<file path="src/rtl/noc_pkg.sv">
// Shared NoC definitions: route FSM encoding and the flit framing-flag layout.
// The demux top and anything else on the flit path pull these in with a package import.
package noc_pkg;

  typedef enum logic [1:0] {
    ST_IDLE  = 2'd0,
    ST_LOCK0 = 2'd1,
    ST_LOCK1 = 2'd2
  } route_state_e;

  typedef struct packed {
    logic head;
    logic tail;
  } flit_flags_t;

  localparam int FLAGS_W = $bits(flit_flags_t);

  // A packet that is still open after its head locks onto the port the head chose.
  function automatic route_state_e lock_state(input logic port);
    return port ? ST_LOCK1 : ST_LOCK0;
  endfunction

endpackage

</file>
<file path="src/rtl/noc_flit_buf.sv">
// Single-entry valid/ready register slice. It accepts a new word in the same cycle
// the held word drains, so a continuously ready sink sees one word per cycle.
module noc_flit_buf #(
  parameter int W = 8
) (
  input  logic         clk,
  input  logic         rst,
  input  logic         in_valid,
  output logic         in_ready,
  input  logic [W-1:0] in_data,
  output logic         out_valid,
  input  logic         out_ready,
  output logic [W-1:0] out_data
);

  logic         buf_v;
  logic [W-1:0] buf_q;
  logic         load;
  logic         drain;

  assign in_ready  = !buf_v || out_ready;
  assign load      = in_valid && in_ready;
  assign drain     = buf_v && out_ready;
  assign out_valid = buf_v;
  assign out_data  = buf_q;

  // NOTE: the payload register is reset along with the valid bit because every
  // output of the demux, shared out_data included, must read 0 while rst is high.
  always_ff @(posedge clk or posedge rst) begin
    if (rst) begin
      buf_v <= 1'b0;
      buf_q <= '0;
    end else if (load) begin
      buf_v <= 1'b1;
      buf_q <= in_data;
    end else if (drain) begin
      buf_v <= 1'b0;
    end
  end

endmodule

</file>
<file path="src/rtl/noc_demux2.sv">
// 1-to-2 wormhole flit demultiplexer: a head flit picks the output port, the rest of
// the packet follows it until the tail, and one register slice decouples input from outputs.
module noc_demux2
  import noc_pkg::*;
#(
  parameter int DATA_W   = 32,
  parameter int DEST_BIT = 0,
  parameter int CNT_W    = 16
) (
  input  logic              clk,
  input  logic              rst,
  input  logic              in_valid,
  output logic              in_ready,
  input  logic [DATA_W-1:0] in_data,
  input  logic              in_head,
  input  logic              in_tail,
  output logic              out0_valid,
  input  logic              out0_ready,
  output logic              out1_valid,
  input  logic              out1_ready,
  output logic [DATA_W-1:0] out_data,
  output logic              out_head,
  output logic              out_tail,
  output logic [CNT_W-1:0]  pkt_cnt0,
  output logic [CNT_W-1:0]  pkt_cnt1,
  output logic              err
);

  localparam int BUF_W = DATA_W + FLAGS_W + 1;

  route_state_e      state;
  flit_flags_t       in_flags;
  flit_flags_t       out_flags;
  logic              out_port;
  logic              sel;
  logic              acc;
  logic              fwd;
  logic              buf_in_ready;
  logic              buf_v;
  logic              sel_ready;
  logic              drain;
  logic [BUF_W-1:0]  buf_din;
  logic [BUF_W-1:0]  buf_dout;

  assign in_flags = '{head: in_head, tail: in_tail};

  // Gated by rst so the upstream never sees a ready while the slice is being cleared.
  assign in_ready = buf_in_ready && !rst;
  assign acc      = in_valid && in_ready;

  // A body flit with no open packet has nowhere to go and is consumed without loading.
  assign fwd = in_head || (state != ST_IDLE);

  // NOTE: every signal assigned in an always_comb gets a default first, so a missed
  // branch cannot turn into an inferred latch.
  always_comb begin
    sel = 1'b0;
    if (in_head) begin
      sel = in_data[DEST_BIT];
    end else begin
      sel = (state == ST_LOCK1);
    end
  end

  assign buf_din = {in_data, in_flags, sel};

  noc_flit_buf #(
    .W(BUF_W)
  ) u_buf (
    .clk      (clk),
    .rst      (rst),
    .in_valid (acc && fwd),
    .in_ready (buf_in_ready),
    .in_data  (buf_din),
    .out_valid(buf_v),
    .out_ready(sel_ready),
    .out_data (buf_dout)
  );

  assign {out_data, out_flags, out_port} = buf_dout;
  assign out_head = out_flags.head;
  assign out_tail = out_flags.tail;

  // Only the ready of the port holding the buffered flit matters.
  assign sel_ready  = out_port ? out1_ready : out0_ready;
  assign drain      = buf_v && sel_ready;
  assign out0_valid = buf_v && !out_port;
  assign out1_valid = buf_v && out_port;

  // NOTE: sequential state is written with non-blocking assignments only, so every
  // register samples the values from before the edge regardless of statement order.
  always_ff @(posedge clk or posedge rst) begin
    if (rst) begin
      state <= ST_IDLE;
      err   <= 1'b0;
    end else if (acc) begin
      if (in_head) begin
        // A head while a packet is open means the previous tail went missing.
        if (state != ST_IDLE) begin
          err <= 1'b1;
        end
        state <= in_tail ? ST_IDLE : lock_state(sel);
      end else if (state == ST_IDLE) begin
        err <= 1'b1;
      end else if (in_tail) begin
        state <= ST_IDLE;
      end
    end
  end

  always_ff @(posedge clk or posedge rst) begin
    if (rst) begin
      pkt_cnt0 <= '0;
      pkt_cnt1 <= '0;
    end else if (drain && out_flags.tail) begin
      if (out_port) begin
        pkt_cnt1 <= pkt_cnt1 + CNT_W'(1);
      end else begin
        pkt_cnt0 <= pkt_cnt0 + CNT_W'(1);
      end
    end
  end

endmodule

</file>
<file path="config.mk">
export PLATFORM = sky130hd
export DESIGN_NAME = noc_demux2
export DESIGN_NICKNAME = d
export VERILOG_FILES = /design/src/rtl/noc_pkg.sv /design/src/rtl/noc_flit_buf.sv /design/src/rtl/noc_demux2.sv
export SDC_FILE = /design/constraint.sdc
export NUM_CORES = 1
export LEC_CHECK = 0
export CAP_MARGIN = 10
export CORE_UTILIZATION = 46
export CTS_CLUSTER_DIAMETER = 120
export DETAILED_ROUTE_END_ITERATION = 8
export PLACE_DENSITY = 0.76
export SYNTH_ARGS = -nofsm -noshare
export SYNTH_HDL_FRONTEND = slang
export SYNTH_SLANG_ARGS = --single-unit
</file>
<file path="constraint.sdc">
create_clock -name clk -period 2.9 [get_ports clk]
set_input_delay 0.58 -clock clk [delete_from_list [all_inputs] [get_ports clk]]
set_output_delay 0.58 -clock clk [all_outputs]
set_load 0.01 [all_outputs]
</file>
==> summary.txt <==
Global route
  • Grt total ovfl: 0
  • Initial antenna violation count: 0
  • Vias in the first global route: roughly 2100
  • Tot GR Track Use: 0.174
  • Pin count of the biggest net entering global routing: approximately 40
  • First-pass GRT wire length: 9800 um

Timing
  • RSZ-0062 raised after global routing: no
  • Final Max Slew Viols: 0
  • Tmin final: between 2 and 3 ns
  • Setup TNS: 0 ns
  • Final Hold Viols: 0
  • Final setup viols: 0
  • Min Hold Slack: approximately 0.48 ns
  • Slew Limit Headroom: 0.768
  • Fin crit share: 0.921
  • Achievable Freq: 0.374 GHz
  • Final setup skew: 0.00870 ns
  • Worst Max-Slew Pin Slew: roughly 0.35 ns

Pwr
  • Peak supply drop: 463 uV
  • P_leak: slightly below 2 nW
  • Total power: 0.00385 W
  • PwrDens: 852 mW/mm2

Clocking
  • Clock root buffer: clkbuf_8
  • Post-CTS setup buffer count: 0
  • Hold Buf Count CTS: 0
  • CTS sink cnt: 71
  • Num CTS Buffers: 9
  • Cts repair resizes: 0
  • Worst-Skew Late Latency: about 0.34 ns
  • Clock transition at path regs: ~0.070 ns
  • Max Root-Sink Buffers: 2
  • H-tree depth: 3
  • CTS tree: built

Setup path
  • Critical path's slowest cell: clkdlybuf4s50_1
  • Worst r2r path cells: 6
  • Max stage delay on crit path: approximately 0.57 ns
  • Crit Path Class: input port to output pin
  • Reg2reg start: state[1]$_DFFE_PP0P_
  • Cell mode on critical path: clkdlybuf4s50_1
  • Critical Path RT: roughly 2.3 ns
  • CP endpoint kind: output pin
  • Critical Path Start: out0_ready
  • Cell breakdown of the critical path: clkdlybuf4s50_1 -> nand2b_1 -> a31oi_1 -> clkdlybuf4s50_1
  • RR Endpoint: u_buf.out_data[9]$_DFFE_PP0P_
  • Slack of the worst reg-to-reg path: around 0.94 ns
  • Max FO, Critical Path: 3
  • CP startpoint kind: input port
  • Worst EP arrival: around 2.1 ns

Detailed routing
  • Met3 wire length: approximately 360 um
  • Met2 WL: approximately 2900 um
  • Routed Antenna Nets: 0
  • Drt pass-1 iters: 4
  • Post-Route WL: ~6000 um
  • Highest routed layer: met4
  • Iter 0 DRT Violations: just under 50
  • Via density: between 4 and 5
  • Drt drc: 0
  • Wl on met1: roughly 2700 um
  • DR vias: 2132
  • Wire length per cell: approximately 14 um

Synthesis
  • Post-Syn Area: approximately 0.0033 mm2
  • Cell count after synthesis: roughly 260
  • Synth warn: 0
  • Number of library cell types mapped by synthesis: 33
  • Syn_area_per_cell: about 13 um2
  • Post-synth ARST share: 1.00
  • Yosys reg bits: between 70 and 80
  • Main synth FF type: dfrtp_1
  • EDFF count, synth: 0
  • Seq/Total Area, Yosys: 0.541
  • Syn Nets: 300

Run status
  • Status: complete, no violations

Flow run
  • Number of max-cap violations: 0

Final layout
  • Multi-input gate area: around 0.0012 mm2
  • Number of antenna diodes: 0
  • Area growth, synth to finish: 37.6%
  • Nets: around 390
  • FILL cells: roughly 550
  • Reg area: ~0.0018 mm2
  • Layout cell share with drive strength beyond 1: 0.183

Die
  • Initial core utilization: 0.481
  • IO Pins: ~110
  • Site row count: 30
  • Die X: around 87 um
  • Core area: around 0.0068 mm2
  • Die area: around 0.0075 mm2
  • DIE HEIGHT: 86.5 um

Placed design
  • Hpwl dp: ~4400 um
  • Placer Congestion: 0.761
  • PortBufs: between 100 and 150

Min path
  • HP Start: pkt_cnt1[15]$_DFFE_PP0P_
  • Worst hold path class: flip-flop to flip-flop
  • Hold Path Depth: 1
  • Hold Crit Endpoint: pkt_cnt1[15]$_DFFE_PP0P_
[report_power, final]
part           total, W  leakage (nW)  internal [W]  switching [W]
Combinational   0.00130         0.967      0.000830       0.000467
Sequential      0.00152         0.883       0.00130       0.000224
Clock           0.00104         0.134      0.000684       0.000355
Total           0.00385          1.98       0.00281        0.00105
[cells in the final DEF, fill, tap and decap left out, drive strengths merged, types with 8 or more instances in the layout]
cell and n:
nor2 13, and3 8, xor2 13, nand2 13
nand3 12, clkbuf 11, mux2 35, dfrtp 71
xnor2 17, clkdlybuf4s50 108
[per-stage QoR]
| step | util | area [um2] | worst slack, ns | std cells |
|---|---|---|---|---|
| 6_report | 0.662 | 4520 | 0.229 | 446 |
| 5_1_grt | 0.662 | 4520 | 0.138 | 446 |
| 4_1_cts | 0.662 | 4520 | 0.218 | 446 |
| 3_5_place_dp | 0.623 | 4250 | 0.235 | 430 |
| 3_3_place_gp | 0.623 | 4250 | 0.253 | 430 |
| 2_1_floorplan | - | 3290 | 0.523 | 258 |
[worst max-delay path by stage]
| stage | cells after the start | to | slack (ns) |
|---|---|---|---|
| after detailed placement | 4 | in_ready | 0.23 |
| after global routing | 4 | in_ready | 0.14 |
| after CTS | 4 | in_ready | 0.22 |
| final | 4 | in_ready | 0.23 |
| after global placement | 4 | in_ready | 0.25 |
| after floorplan | 1 | err$_DFFE_PP0P_ | 0.52 |
[cell type report]
class                      count  share of cell area
inverter                       6             0.00498
tap                           96              0.0265
clock buffer                  11              0.0313
clock inverter                 5              0.0285
timing repair buffer         113               0.253
sequential                    71               0.393
multi-input combinational    144               0.263
[layer usage]
metal	track usage	vias to the layer above
li1	-	1025
met1	0.217	1023
met2	0.276	73
met3	0.0429	11
met4	0.0985	0
met5	0	-
[synth_stat cells, types with 5 or more instances]
library cell,n,area [um2]
dfrtp_1,71,1780
buf_4,32,240
xnor2_1,17,149
nor2_1,13,48.8
xor2_1,12,105
nand3_1,12,60.1
buf_6,5,56.3
and3_1,6,37.5
nand2_1,13,48.8
inv_1,6,22.5
nand4_1,7,43.8
mux2_2,35,394
[flip-flops by register name, indices dropped and copies added, names as in the netlist]
register / flops
u_buf.out_valid: 1
pkt_cnt0: 16
err: 1
pkt_cnt1: 16
state: 2
u_buf.out_data: 35
[critical path: cells and delay by family]
| kind | cells | cell delay, ns |
|---|---|---|
| buffers and inverters | 2 | 1.11 |
| AOI/OAI and AO/OA | 1 | 0.25 |
| and+or+nand+nor | 1 | 0.15 |
[cells by family (layout without fill, tap and decap cells)]
logic type | after synthesis | count (layout) | synth area share
DFF | 71 | 71 | 0.541
and+or+nand+nor | 67 | 67 | 0.125
buffers and inverters | 43 | 135 | 0.0971
muxes | 35 | 35 | 0.120
xor gates and xnor gates | 30 | 30 | 0.0822
AOI/OAI and AO/OA | 9 | 9 | 0.0240
adders and majority gates | 3 | 3 | 0.0114
(Power assumes the default switching activity.)
